$ cat src/rtl/spi_command_executor.sv
// spi_command_executor
// Executes sprite commands from the spi_reader byte stream:
//   SAVE_SPRITE : id byte followed by SPRITE_BYTES pixel bytes -> sprite memory writes
//   DRAW_SPRITE : id, x (hi,lo), y (hi,lo), attr -> one entry in the draw request FIFO
// Optional feature: define SPI_EXEC_STATS_EN to add 16-bit counters
// stat_saves / stat_draws / stat_drops.
module spi_command_executor #(
    parameter int         SPRITE_BYTES        = 512,
    parameter int         SPRITE_ID_W         = 8,
    parameter int         DRAW_FIFO_DEPTH     = 4,
    parameter logic [7:0] COMMAND_SAVE_SPRITE = 8'h01,
    parameter logic [7:0] COMMAND_DRAW_SPRITE = 8'h02
) (
    input  logic                                        clock,
    input  logic                                        reset,
    input  logic                                        byte_read,
    input  logic [7:0]                                  data,
    input  logic [7:0]                                  command,
    input  logic [15:0]                                 data_index,
    output logic                                        sprite_we,
    output logic [SPRITE_ID_W+$clog2(SPRITE_BYTES)-1:0] sprite_addr,
    output logic [7:0]                                  sprite_wdata,
    output logic                                        draw_valid,
    input  logic                                        draw_ready,
    output logic [SPRITE_ID_W-1:0]                      draw_sprite_id,
    output logic [15:0]                                 draw_x,
    output logic [15:0]                                 draw_y,
    output logic [7:0]                                  draw_attr,
    output logic                                        draw_overflow
`ifdef SPI_EXEC_STATS_EN
    ,
    output logic [15:0]                                 stat_saves,
    output logic [15:0]                                 stat_draws,
    output logic [15:0]                                 stat_drops
`endif
);

    localparam int              PIX_W   = $clog2(SPRITE_BYTES);
    localparam int              ADDR_W  = SPRITE_ID_W + PIX_W;
    localparam int              PTR_W   = $clog2(DRAW_FIFO_DEPTH);
    localparam logic [15:0]     LAST_K  = 16'(SPRITE_BYTES + 1);
    localparam logic [PTR_W:0]  DEPTH_C = (PTR_W+1)'(DRAW_FIFO_DEPTH);

    typedef enum logic [1:0] {
        ST_IDLE,
        ST_SAVE_ID,
        ST_SAVE_PIX,
        ST_DRAW_ARGS
    } state_t;

    typedef struct packed {
        logic [SPRITE_ID_W-1:0] id;
        logic [15:0]            x;
        logic [15:0]            y;
        logic [7:0]             attr;
    } draw_req_t;

    // Stage 1 registers
    logic        byte_v_q, byte_v_d;
    logic [7:0]  byte_q,   byte_d;

    // Stage 2 / FSM registers
    state_t                 state_q,     state_d;
    logic [SPRITE_ID_W-1:0] sprite_id_q, sprite_id_d;
    draw_req_t              shadow_q,    shadow_d;
    logic                   sprite_we_q, sprite_we_d;
    logic [ADDR_W-1:0]      sprite_addr_q, sprite_addr_d;
    logic [7:0]             sprite_wdata_q, sprite_wdata_d;
    logic                   push_q,      push_d;
    draw_req_t              push_req_q,  push_req_d;

    // FIFO control registers
    logic [PTR_W-1:0] wr_ptr_q, wr_ptr_d;
    logic [PTR_W-1:0] rd_ptr_q, rd_ptr_d;
    logic [PTR_W:0]   count_q,  count_d;
    logic             overflow_q, overflow_d;

    logic             fifo_full, fifo_pop, push_ok, push_drop;
    logic [PIX_W-1:0] pix_idx;
    draw_req_t        fifo_mem [DRAW_FIFO_DEPTH];
    draw_req_t        head;

    // Pixel index of data byte k is k-2; only the low PIX_W bits matter.
    assign pix_idx = data_index[PIX_W-1:0] - PIX_W'(2);

    // Stage 1: capture the byte strobe together with its byte.
    always_comb begin
        byte_v_d = byte_read;
        byte_d   = data;
    end

    // Stage 2: decode the byte against the now-updated command/data_index.
    always_comb begin
        // NOTE: every signal gets a default before any branch so no path leaves it unassigned (no latches).
        state_d        = state_q;
        sprite_id_d    = sprite_id_q;
        shadow_d       = shadow_q;
        sprite_we_d    = 1'b0;
        sprite_addr_d  = sprite_addr_q;
        sprite_wdata_d = sprite_wdata_q;
        push_d         = 1'b0;
        push_req_d     = push_req_q;

        if (byte_v_q) begin
            if (data_index == 16'd0) begin
                // A command byte restarts decoding from any state; partial work is abandoned.
                if (command == COMMAND_SAVE_SPRITE)      state_d = ST_SAVE_ID;
                else if (command == COMMAND_DRAW_SPRITE) state_d = ST_DRAW_ARGS;
                else                                     state_d = ST_IDLE;
            end else begin
                unique case (state_q)
                    ST_SAVE_ID: begin
                        if (data_index == 16'd1) begin
                            sprite_id_d = byte_q[SPRITE_ID_W-1:0];
                            state_d     = ST_SAVE_PIX;
                        end
                    end
                    ST_SAVE_PIX: begin
                        if (data_index >= 16'd2 && data_index <= LAST_K) begin
                            sprite_we_d    = 1'b1;
                            sprite_addr_d  = {sprite_id_q, pix_idx};
                            sprite_wdata_d = byte_q;
                            if (data_index == LAST_K) state_d = ST_IDLE;
                        end
                    end
                    ST_DRAW_ARGS: begin
                        unique case (data_index)
                            16'd1: shadow_d.id      = byte_q[SPRITE_ID_W-1:0];
                            16'd2: shadow_d.x[15:8] = byte_q;
                            16'd3: shadow_d.x[7:0]  = byte_q;
                            16'd4: shadow_d.y[15:8] = byte_q;
                            16'd5: shadow_d.y[7:0]  = byte_q;
                            16'd6: begin
                                push_d          = 1'b1;
                                push_req_d      = shadow_q;
                                push_req_d.attr = byte_q;
                                state_d         = ST_IDLE;
                            end
                            default: ;
                        endcase
                    end
                    default: ;
                endcase
            end
        end
    end

    // FIFO control: a push into a full FIFO survives only if the head pops in the same cycle.
    always_comb begin
        fifo_full  = (count_q == DEPTH_C);
        fifo_pop   = (count_q != '0) && draw_ready;
        push_ok    = push_q && (!fifo_full || fifo_pop);
        push_drop  = push_q && !push_ok;
        wr_ptr_d   = push_ok  ? wr_ptr_q + PTR_W'(1) : wr_ptr_q;
        rd_ptr_d   = fifo_pop ? rd_ptr_q + PTR_W'(1) : rd_ptr_q;
        count_d    = count_q;
        if (push_ok && !fifo_pop)      count_d = count_q + (PTR_W+1)'(1);
        else if (!push_ok && fifo_pop) count_d = count_q - (PTR_W+1)'(1);
        overflow_d = overflow_q | push_drop;
    end

    // All control and output registers, synchronous active-high reset.
    always_ff @(posedge clock) begin
        if (reset) begin
            byte_v_q       <= 1'b0;
            byte_q         <= '0;
            state_q        <= ST_IDLE;
            sprite_id_q    <= '0;
            shadow_q       <= '0;
            sprite_we_q    <= 1'b0;
            sprite_addr_q  <= '0;
            sprite_wdata_q <= '0;
            push_q         <= 1'b0;
            push_req_q     <= '0;
            wr_ptr_q       <= '0;
            rd_ptr_q       <= '0;
            count_q        <= '0;
            overflow_q     <= 1'b0;
        end else begin
            // NOTE: non-blocking assignments so every flop samples pre-edge values regardless of statement order.
            byte_v_q       <= byte_v_d;
            byte_q         <= byte_d;
            state_q        <= state_d;
            sprite_id_q    <= sprite_id_d;
            shadow_q       <= shadow_d;
            sprite_we_q    <= sprite_we_d;
            sprite_addr_q  <= sprite_addr_d;
            sprite_wdata_q <= sprite_wdata_d;
            push_q         <= push_d;
            push_req_q     <= push_req_d;
            wr_ptr_q       <= wr_ptr_d;
            rd_ptr_q       <= rd_ptr_d;
            count_q        <= count_d;
            overflow_q     <= overflow_d;
        end
    end

    // FIFO storage write port.
    // NOTE: storage is not reset; emptiness lives in count_q and head outputs are masked while empty.
    always_ff @(posedge clock) begin
        if (push_ok) fifo_mem[wr_ptr_q] <= push_req_q;
    end

    assign head           = fifo_mem[rd_ptr_q];
    assign draw_valid     = (count_q != '0);
    assign draw_sprite_id = draw_valid ? head.id   : '0;
    assign draw_x         = draw_valid ? head.x    : '0;
    assign draw_y         = draw_valid ? head.y    : '0;
    assign draw_attr      = draw_valid ? head.attr : '0;
    assign draw_overflow  = overflow_q;

    assign sprite_we      = sprite_we_q;
    assign sprite_addr    = sprite_addr_q;
    assign sprite_wdata   = sprite_wdata_q;

`ifdef SPI_EXEC_STATS_EN
    logic [15:0] saves_q, saves_d;
    logic [15:0] draws_q, draws_d;
    logic [15:0] drops_q, drops_d;
    logic        save_last;

    // The last pixel of a save is being issued this cycle.
    assign save_last = byte_v_q && (state_q == ST_SAVE_PIX) && (data_index == LAST_K);

    // Event counters; they wrap naturally at 16 bits.
    always_comb begin
        saves_d = saves_q + 16'(save_last);
        draws_d = draws_q + 16'(push_ok);
        drops_d = drops_q + 16'(push_drop);
    end

    // Counter registers.
    always_ff @(posedge clock) begin
        if (reset) begin
            saves_q <= '0;
            draws_q <= '0;
            drops_q <= '0;
        end else begin
            saves_q <= saves_d;
            draws_q <= draws_d;
            drops_q <= drops_d;
        end
    end

    assign stat_saves = saves_q;
    assign stat_draws = draws_q;
    assign stat_drops = drops_q;
`endif

endmodule

$ cat config.mk
export PLATFORM = sky130hd
export DESIGN_NAME = spi_command_executor
export DESIGN_NICKNAME = d
export VERILOG_FILES = /design/src/rtl/spi_command_executor.sv
export SDC_FILE = /design/constraint.sdc
export NUM_CORES = 1
export LEC_CHECK = 0
export ABC_AREA = 1
export BUFFER_PORTS_ARGS = -buffer_cell sky130_fd_sc_hd__buf_2
export CELL_PAD_IN_SITES_DETAIL_PLACEMENT = 0
export CELL_PAD_IN_SITES_GLOBAL_PLACEMENT = 1
export CORE_ASPECT_RATIO = 0.9
export CORE_MARGIN = 2
export CORE_UTILIZATION = 48
export CTS_BUF_LIST = sky130_fd_sc_hd__clkbuf_4
export CTS_CLUSTER_SIZE = 14
export DETAILED_ROUTE_END_ITERATION = 8
export PLACE_DENSITY_LB_ADDON = 0.1
export SLEW_MARGIN = 25
export SYNTH_ARGS = -nofsm -noshare
export SYNTH_HDL_FRONTEND = slang
export SYNTH_SLANG_ARGS = --single-unit
$ cat constraint.sdc
create_clock -name clock -period 5.1 [get_ports clock]
set_input_delay 1.02 -clock clock [delete_from_list [all_inputs] [get_ports clock]]
set_output_delay 1.02 -clock clock [all_outputs]
set_load 0.005 [all_outputs]
==> results.sh, run 1 <==
export IMPL_synth_top_cell_area_share=0.437
export IMPL_rows=57
export IMPL_cp_slowest_cell="dfxtp_2"
export IMPL_synth_common_cells="352 x nor2_1, 192 x edfxtp_1, 169 x o21ai_0"
export IMPL_dieArea_sq_um=28800
export IMPL_crit_cells=6
export IMPL_holdWs_ns=0.446
export IMPL_grt_overflow=0
export IMPL_outcome="completed"
export IMPL_synthArstFlopShare=0
export IMPL_vias=9518
export IMPL_min_period_ns=3.98
export IMPL_seqCellArea_sq_um=8650
export IMPL_drt_pass1_iter_count=5
export IMPL_clkLatencyLatePin_ns=0.69
export IMPL_viasPerCell=4.98
export IMPL_initial_core_util=0.488
export IMPL_crit_chain="buf_4, nor2_1, nor2_1, o21ai_0, a21oi_1, buf_2"
export IMPL_cts_resized=0
export IMPL_finalHoldViolCount=0
export IMPL_synthDistinctLibCells=29
export IMPL_fin_nets=1530
export IMPL_cpMostUsedCell="nor2_1"
export IMPL_reg2regPathDepth=5
export IMPL_dieHeight_um=161
export IMPL_yosysMostFrequentCell="nor2_1"
export IMPL_finalCritPeriodShare=0.780
export IMPL_grt_pass1_wl_um=47100
export IMPL_synth_nets=1393
export IMPL_crit_end="draw_y[0]"
export IMPL_cts_tree="built"
export IMPL_io_pin_count=112
export IMPL_routedWlPerCell_um=15.5
export IMPL_gp_congestion=0.765
export IMPL_grt_max_degree=103
export IMPL_portBuffers=111
export IMPL_setup_tns_final_ns=0
export IMPL_grt_pass1_vias=8935
export IMPL_drive_gt1_frac=0.185
export IMPL_critPathCaptureType="output pin"
export IMPL_critPathMaxFanout=58
export IMPL_rsz0062_at_grt="no"
export IMPL_worstSetupPathType="reg -> out"
export IMPL_syn_cell_area_sq_um=13200
export IMPL_pwr_density_cell_nw_per_um2=390
export IMPL_fmax_ghz=0.251
export IMPL_ys_seq_area_frac=0.656
export IMPL_synth_edf_count=192
export IMPL_max_cap_viol_count=0
export IMPL_clock_sinks=336
export IMPL_hold_buffers=0
export IMPL_r2r_setup_slack_ns=2.58
export IMPL_cp_required_ns=4.08
export IMPL_maxSlewHeadroom=0.322
export IMPL_worst_slew_pin_slew_ns=1.01
export IMPL_fill_cells=2483
export IMPL_yosysTopAreaCell="edfxtp_1"
export IMPL_path_clk_slew_ns=0.06
export IMPL_cp_num_buf_inv=2
export IMPL_hold_path_class="reg -> reg"
export IMPL_leakage_nw=6.23
export IMPL_critPathMaxStageDelay_ns=0.84
export IMPL_peakVddDrop_uv=230
export IMPL_cts_buffer_depth=3
export IMPL_die_width_um=179
export IMPL_htree_levels=3
export IMPL_post_cts_buffers=0
export IMPL_setup_ws_ns=1.12
export IMPL_start_kind="register"
export IMPL_critical_path_top_delay_family="flip-flops"
export IMPL_ys_ff_latch=336
export IMPL_synth_area_leaders="edfxtp_1 44%, dfxtp_1 22%, nor2_1 10%"
export IMPL_drv_slew=0
export IMPL_final_antenna_net_count=0
export IMPL_ys_flop_type="edfxtp_1"
export IMPL_synthCells=1350
export IMPL_yosys_warnings=0
export IMPL_antenna_found_initial=1
export IMPL_synth_avg_cell_area_sq_um=9.76
export IMPL_grt_usage=0.210
export IMPL_timing_rr_end="push_req_q[11]"
export IMPL_r2r_start="byte_v_q"
export IMPL_cp_arrival_ns=2.96
export IMPL_multi_input_area_sq_um=3900
export IMPL_fin_worst_skew_ns=0.0451
export IMPL_setup_viol=0
export IMPL_cts_buffers=86
export IMPL_route_detailed_drc=0
export IMPL_drt_iter0_markers=613
export IMPL_post_route_util=0.557
export IMPL_syn2layout_area_growth_pct=14.2
export IMPL_core_sq_um=27000
export IMPL_cts_root_buf="clkbuf_4"
export IMPL_routed_wirelength_um=29700
export IMPL_post_place_ws_ns=1.38
export IMPL_hpwl_um=17400
[worst register-to-register path: cells and delay by family (launching register included)]
family	cells	cell delay (ns)
AOI/OAI and AO/OA	1	0.43
and+or+nand+nor	3	0.88
buffers and inverters	1	0.65
DFF	1	0.40
[stage by stage]
step	total power [mW]	cell area, sq um	cells
floorplan	3.48	13200	1350
global placement	3.75	14000	1753
detailed placement	3.75	14000	1753
CTS	5.95	15000	1910
global route	6.22	15100	1911
finish	5.88	15100	1911
[per-layer routing]
layer | wire length [um] | track usage | up-vias
met3 | 1810 | 0.0494 | 32
met2 | 13300 | 0.324 | 257
met1 | 14200 | 0.296 | 4362
met5 | 0 | 0 | -
met4 | 406 | 0.0673 | 0
li1 | - | - | 4867
[area by class of cell]
| cell class | instances | share of cell area |
|---|---|---|
| clock inverters | 28 | 0.00765 |
| well taps | 354 | 0.0294 |
| inverters | 87 | 0.0217 |
| flip-flops and latches | 336 | 0.575 |
| diodes | 1 | 0.000166 |
| multi-input cells | 853 | 0.259 |
| clock buffers | 129 | 0.0643 |
| repair buffers | 123 | 0.0429 |
[kinds of logic (layout without fill, tap and decap cells)]
| family | count (synthesis) | after routing | share of synthesized area |
|---|---|---|---|
| AO/OA/AOI/OAI | 345 | 345 | 0.131 |
| XOR/XNOR | 6 | 6 | 0.00399 |
| adder cells (fa/ha/maj) | 7 | 7 | 0.00721 |
| buffers and inverters | 161 | 367 | 0.0507 |
| flip-flops | 336 | 336 | 0.656 |
| other | 0 | 1 | 0 |
| AND/OR/NAND/NOR | 495 | 495 | 0.151 |
[cells in the final DEF, fill, tap and decap left out, types with 7 or more instances in the layout]
| master | Yosys | routed |
|---|---|---|
| o21ai_0 | 169 | 169 |
| inv_1 | 82 | 81 |
| nor2_1 | 352 | 348 |
| a21oi_1 | 156 | 156 |
| clkbuf_4 | 0 | 129 |
| nor2_4 | 3 | 7 |
| dfxtp_1 | 144 | 143 |
| nand3_1 | 21 | 21 |
| nand2_1 | 99 | 99 |
| clkinv_1 | 0 | 19 |
| o21ai_1 | 20 | 20 |
| buf_2 | 15 | 111 |
| edfxtp_1 | 192 | 192 |
| inv_2 | 5 | 9 |
| buf_4 | 4 | 12 |
[how the worst min path moves through the flow]
stage	depth (start not counted)	slack, ns	end	startpoint
2_1_floorplan	2	0.42	shadow_q[47]	shadow_q[47]
4_1_cts	2	0.45	shadow_q[47]	shadow_q[47]
5_1_grt	0	0.47	fifo_mem[0][1]	push_req_q[1]
6_report	2	0.45	shadow_q[40]	shadow_q[40]
3_5_place_dp	2	0.44	shadow_q[47]	shadow_q[47]
3_3_place_gp	2	0.43	shadow_q[47]	shadow_q[47]
[registers in the layout, indices dropped and copies added, names as in the netlist, 2 cells and up, named ones only]
signal and cells:
byte_q 8, count_q 3, fifo_mem 192, push_req_q 48, rd_ptr_q 2, shadow_q 40
sprite_addr 17, sprite_id_q 8, sprite_wdata 8, state_q 2, wr_ptr_q 2
[power breakdown]
part	switching, mW	internal [mW]
registers	0.0520	2.85
clock network	1.03	1.16
logic	0.527	0.251
total	1.61	4.26
No activity file was read; power rests on OpenSTA's default activity.
==> run 2, diff against run 1 <==
--- a/config.mk
+++ b/config.mk
@@ -5,13 +5,13 @@
 export SDC_FILE = /design/constraint.sdc
 export NUM_CORES = 1
 export LEC_CHECK = 0
-export ABC_AREA = 1
+export ABC_AREA = 0
 export BUFFER_PORTS_ARGS = -buffer_cell sky130_fd_sc_hd__buf_2
 export CELL_PAD_IN_SITES_DETAIL_PLACEMENT = 0
 export CELL_PAD_IN_SITES_GLOBAL_PLACEMENT = 1
 export CORE_ASPECT_RATIO = 0.9
 export CORE_MARGIN = 2
-export CORE_UTILIZATION = 48
+export CORE_UTILIZATION = 46
 export CTS_BUF_LIST = sky130_fd_sc_hd__clkbuf_4
 export CTS_CLUSTER_SIZE = 14
 export DETAILED_ROUTE_END_ITERATION = 8
==> constraint.sdc (replaced) <==
create_clock -name clock -period 3.2 [get_ports clock]
set_input_delay 0.64 -clock clock [delete_from_list [all_inputs] [get_ports clock]]
set_output_delay 0.64 -clock clock [all_outputs]
set_load 0.005 [all_outputs]
==> results.sh, run 2 <==
export IMPL_timing_rr_end="count_q[2]"
export IMPL_antenna_found_initial=1
export IMPL_final_antenna_net_count=0
export IMPL_dr_wl_met3_um=1520
export IMPL_gp_congestion=0.774
export IMPL_drt_pass1_iter_count=4
export IMPL_hold_path_class="in -> reg"
export IMPL_max_cap_viol_count=0
export IMPL_hpwl_um=15200
export IMPL_fin_worst_skew_ns=0.0346
export IMPL_r2r_start="count_q[0]"
export IMPL_cp_arrival_ns=2.36
export IMPL_synth_compound_area_frac=0.0290
export IMPL_synthDistinctLibCells=44
export IMPL_min_period_ns=3.00
export IMPL_core_sq_um=27100
export IMPL_stdcell_count=1488
export IMPL_initial_core_util=0.469
export IMPL_wl_met1_um=11800
export IMPL_dr_wl_met2_um=12300
export IMPL_syn_cell_area_sq_um=12700
export IMPL_synth_avg_cell_area_sq_um=14.1
export IMPL_holdPathEnd="byte_v_q"
export IMPL_dieHeight_um=162
export IMPL_yosysTopAreaCell="edfxtp_1"
export IMPL_rows=57
export IMPL_dieArea_sq_um=29000
export IMPL_fin_nets=1106
export IMPL_critPathMaxFanout=13
export IMPL_post_place_cells=1329
export IMPL_synth_common_cells="192 x edfxtp_1, 144 x dfxtp_1, 104 x nand2_1"
export IMPL_synth_top_cell_area_share=0.454
export IMPL_cts_buffer_depth=3
export IMPL_die_width_um=179
export IMPL_routedWlPerCell_um=17.4
export IMPL_grt_overflow=0
export IMPL_grt_pass1_vias=7660
export IMPL_yosysMostFrequentCell="edfxtp_1"
export IMPL_synth_edf_count=192
export IMPL_grt_pass1_wl_um=41400
export IMPL_drt_iter0_markers=383
export IMPL_ys_seq_area_frac=0.681
export IMPL_cts_root_buf="clkbuf_4"
export IMPL_path_clk_slew_ns=0.07
export IMPL_synthMuxAreaShare=0.138
export IMPL_syn2layout_area_growth_pct=17.8
export IMPL_ys_flop_type="edfxtp_1"
export IMPL_grt_usage=0.187
export IMPL_hold_buffers=0
export IMPL_maxSlewHeadroom=0.534
export IMPL_r2r_setup_slack_ns=0.87
export IMPL_ys_ff_latch=336
export IMPL_post_cts_buffers=0
export IMPL_synth_xor_area_share=0.00827
export IMPL_cts_resized=0
export IMPL_critPathCaptureType="output pin"
export IMPL_yosys_warnings=0
export IMPL_cp_required_ns=2.56
export IMPL_htree_levels=3
export IMPL_finalCritPeriodShare=0.937
export IMPL_worstSetupPathType="reg -> out"
export IMPL_largestRegisters="fifo_mem x192, push_req_q x48, shadow_q x40"
export IMPL_min_path_cells=2
export IMPL_final_cell_mix="192 x edfxtp_1, 142 x dfxtp_1, 139 x clkbuf_4"
export IMPL_clock_sinks=336
export IMPL_synth_nets=941
export IMPL_worst_slew_pin_slew_ns=0.698
export IMPL_worstHoldStart="byte_read"
export IMPL_route_detailed_drc=0
export IMPL_drive_gt1_frac=0.306
export IMPL_viasPerCell=5.04
export IMPL_portBuffers=111
export IMPL_synthSimpleGateAreaFrac=0.115
export IMPL_reg2regPathDepth=8
export IMPL_drv_slew=0
export IMPL_start_kind="register"
export IMPL_rsz0062_at_grt="no"
export IMPL_top_register="fifo_mem"
export IMPL_synthAdderAreaFrac=0.00748
export IMPL_leakage_nw=5.99
export IMPL_synthArstFlopShare=0
export IMPL_clkLatencyLatePin_ns=0.69
export IMPL_final_common_cell="edfxtp_1"
export IMPL_pwr_density_cell_nw_per_um2=569
export IMPL_io_pin_count=112
export IMPL_cts_buffers=86
export IMPL_finalHoldViolCount=0
export IMPL_synthCells=898
export IMPL_setup_tns_final_ns=0
export IMPL_synth_area_leaders="edfxtp_1 45%, dfxtp_1 23%, mux4_2 8.5%"
export IMPL_cts_tree="built"
export IMPL_outcome="completed"
export IMPL_largest_reg_flops=192
export IMPL_setup_viol=0
export IMPL_dr_max_layer_used="met4"
export IMPL_synth_top_family_by_area="multiplexers"
export IMPL_peakVddDrop_uv=282
export IMPL_grt_max_degree=64
export IMPL_vias=7493
export IMPL_fmax_ghz=0.334
export IMPL_routed_wirelength_um=26000
[run 2: area by class of cell]
cell class	count	area, sq um
Antenna cell	1	2.50
Clock buffer	139	1040
Clock inverter	19	166
Fill cell	2362	12100
Inverter	5	18.8
Multi-Input combinational cell	498	3790
Sequential cell	336	8650
Tap cell	354	443
Timing Repair Buffer	136	846
[run 2: cells by family (layout without fill, tap and decap cells)]
| group | after synthesis | count (layout) |
|---|---|---|
| AO/OA/AOI/OAI | 67 | 67 |
| multiplexers | 115 | 115 |
| AND/OR/NAND/NOR | 297 | 297 |
| XOR/XNOR | 12 | 12 |
| adder cells (fa/ha/maj) | 7 | 7 |
| flip-flops | 336 | 336 |
| buffers and inverters | 64 | 299 |
| other | 0 | 1 |
[run 2: worst max-delay path by stage]
stage / startpoint / end / slack (ns) / depth (start not counted)
global route: register / draw_sprite_id[0] / 0.006 / 4
global placement: data_index[10] / sprite_addr[15] / 0.34 / 7
floorplan: draw_ready / fifo_mem[1][0] / 0.58 / 4
finish: register / draw_y[6] / 0.20 / 4
CTS: register / draw_y[6] / 0.09 / 4
detailed placement: data_index[10] / sprite_addr[15] / 0.32 / 7
[run 2: where the power goes]
part           total, mW  internal (mW)  switching, mW
registers           4.55           4.52         0.0268
logic             0.0945         0.0344         0.0601
clock network       3.88           2.21           1.67
total               8.52           6.77           1.76
[run 2: per-layer routing]
metal	global-route usage	up-vias
met5	0	-
met2	0.295	185
li1	-	3629
met1	0.252	3640
met4	0.0660	0
met3	0.0496	39
[run 2: per-stage QoR]
stage | area [sq um] | util | total power, mW | setup slack, ns | hold WS [ns]
floorplan | 12700 | - | 4.68 | 0.583 | 0.436
global placement | 13800 | 0.508 | 4.74 | 0.339 | 0.448
detailed placement | 13800 | 0.508 | 4.74 | 0.324 | 0.446
CTS | 15000 | 0.552 | 8.66 | 0.0884 | 0.101
global route | 15000 | 0.552 | 8.89 | 0.00634 | 0.111
finish | 15000 | 0.552 | 8.52 | 0.202 | 0.172
[run 2: worst max-delay path: stages, from the launching register on]
cell and delay (ns):
dfxtp_4 0.52, buf_4 0.33, mux4_2 0.53, and2_1 0.17, buf_2 0.12
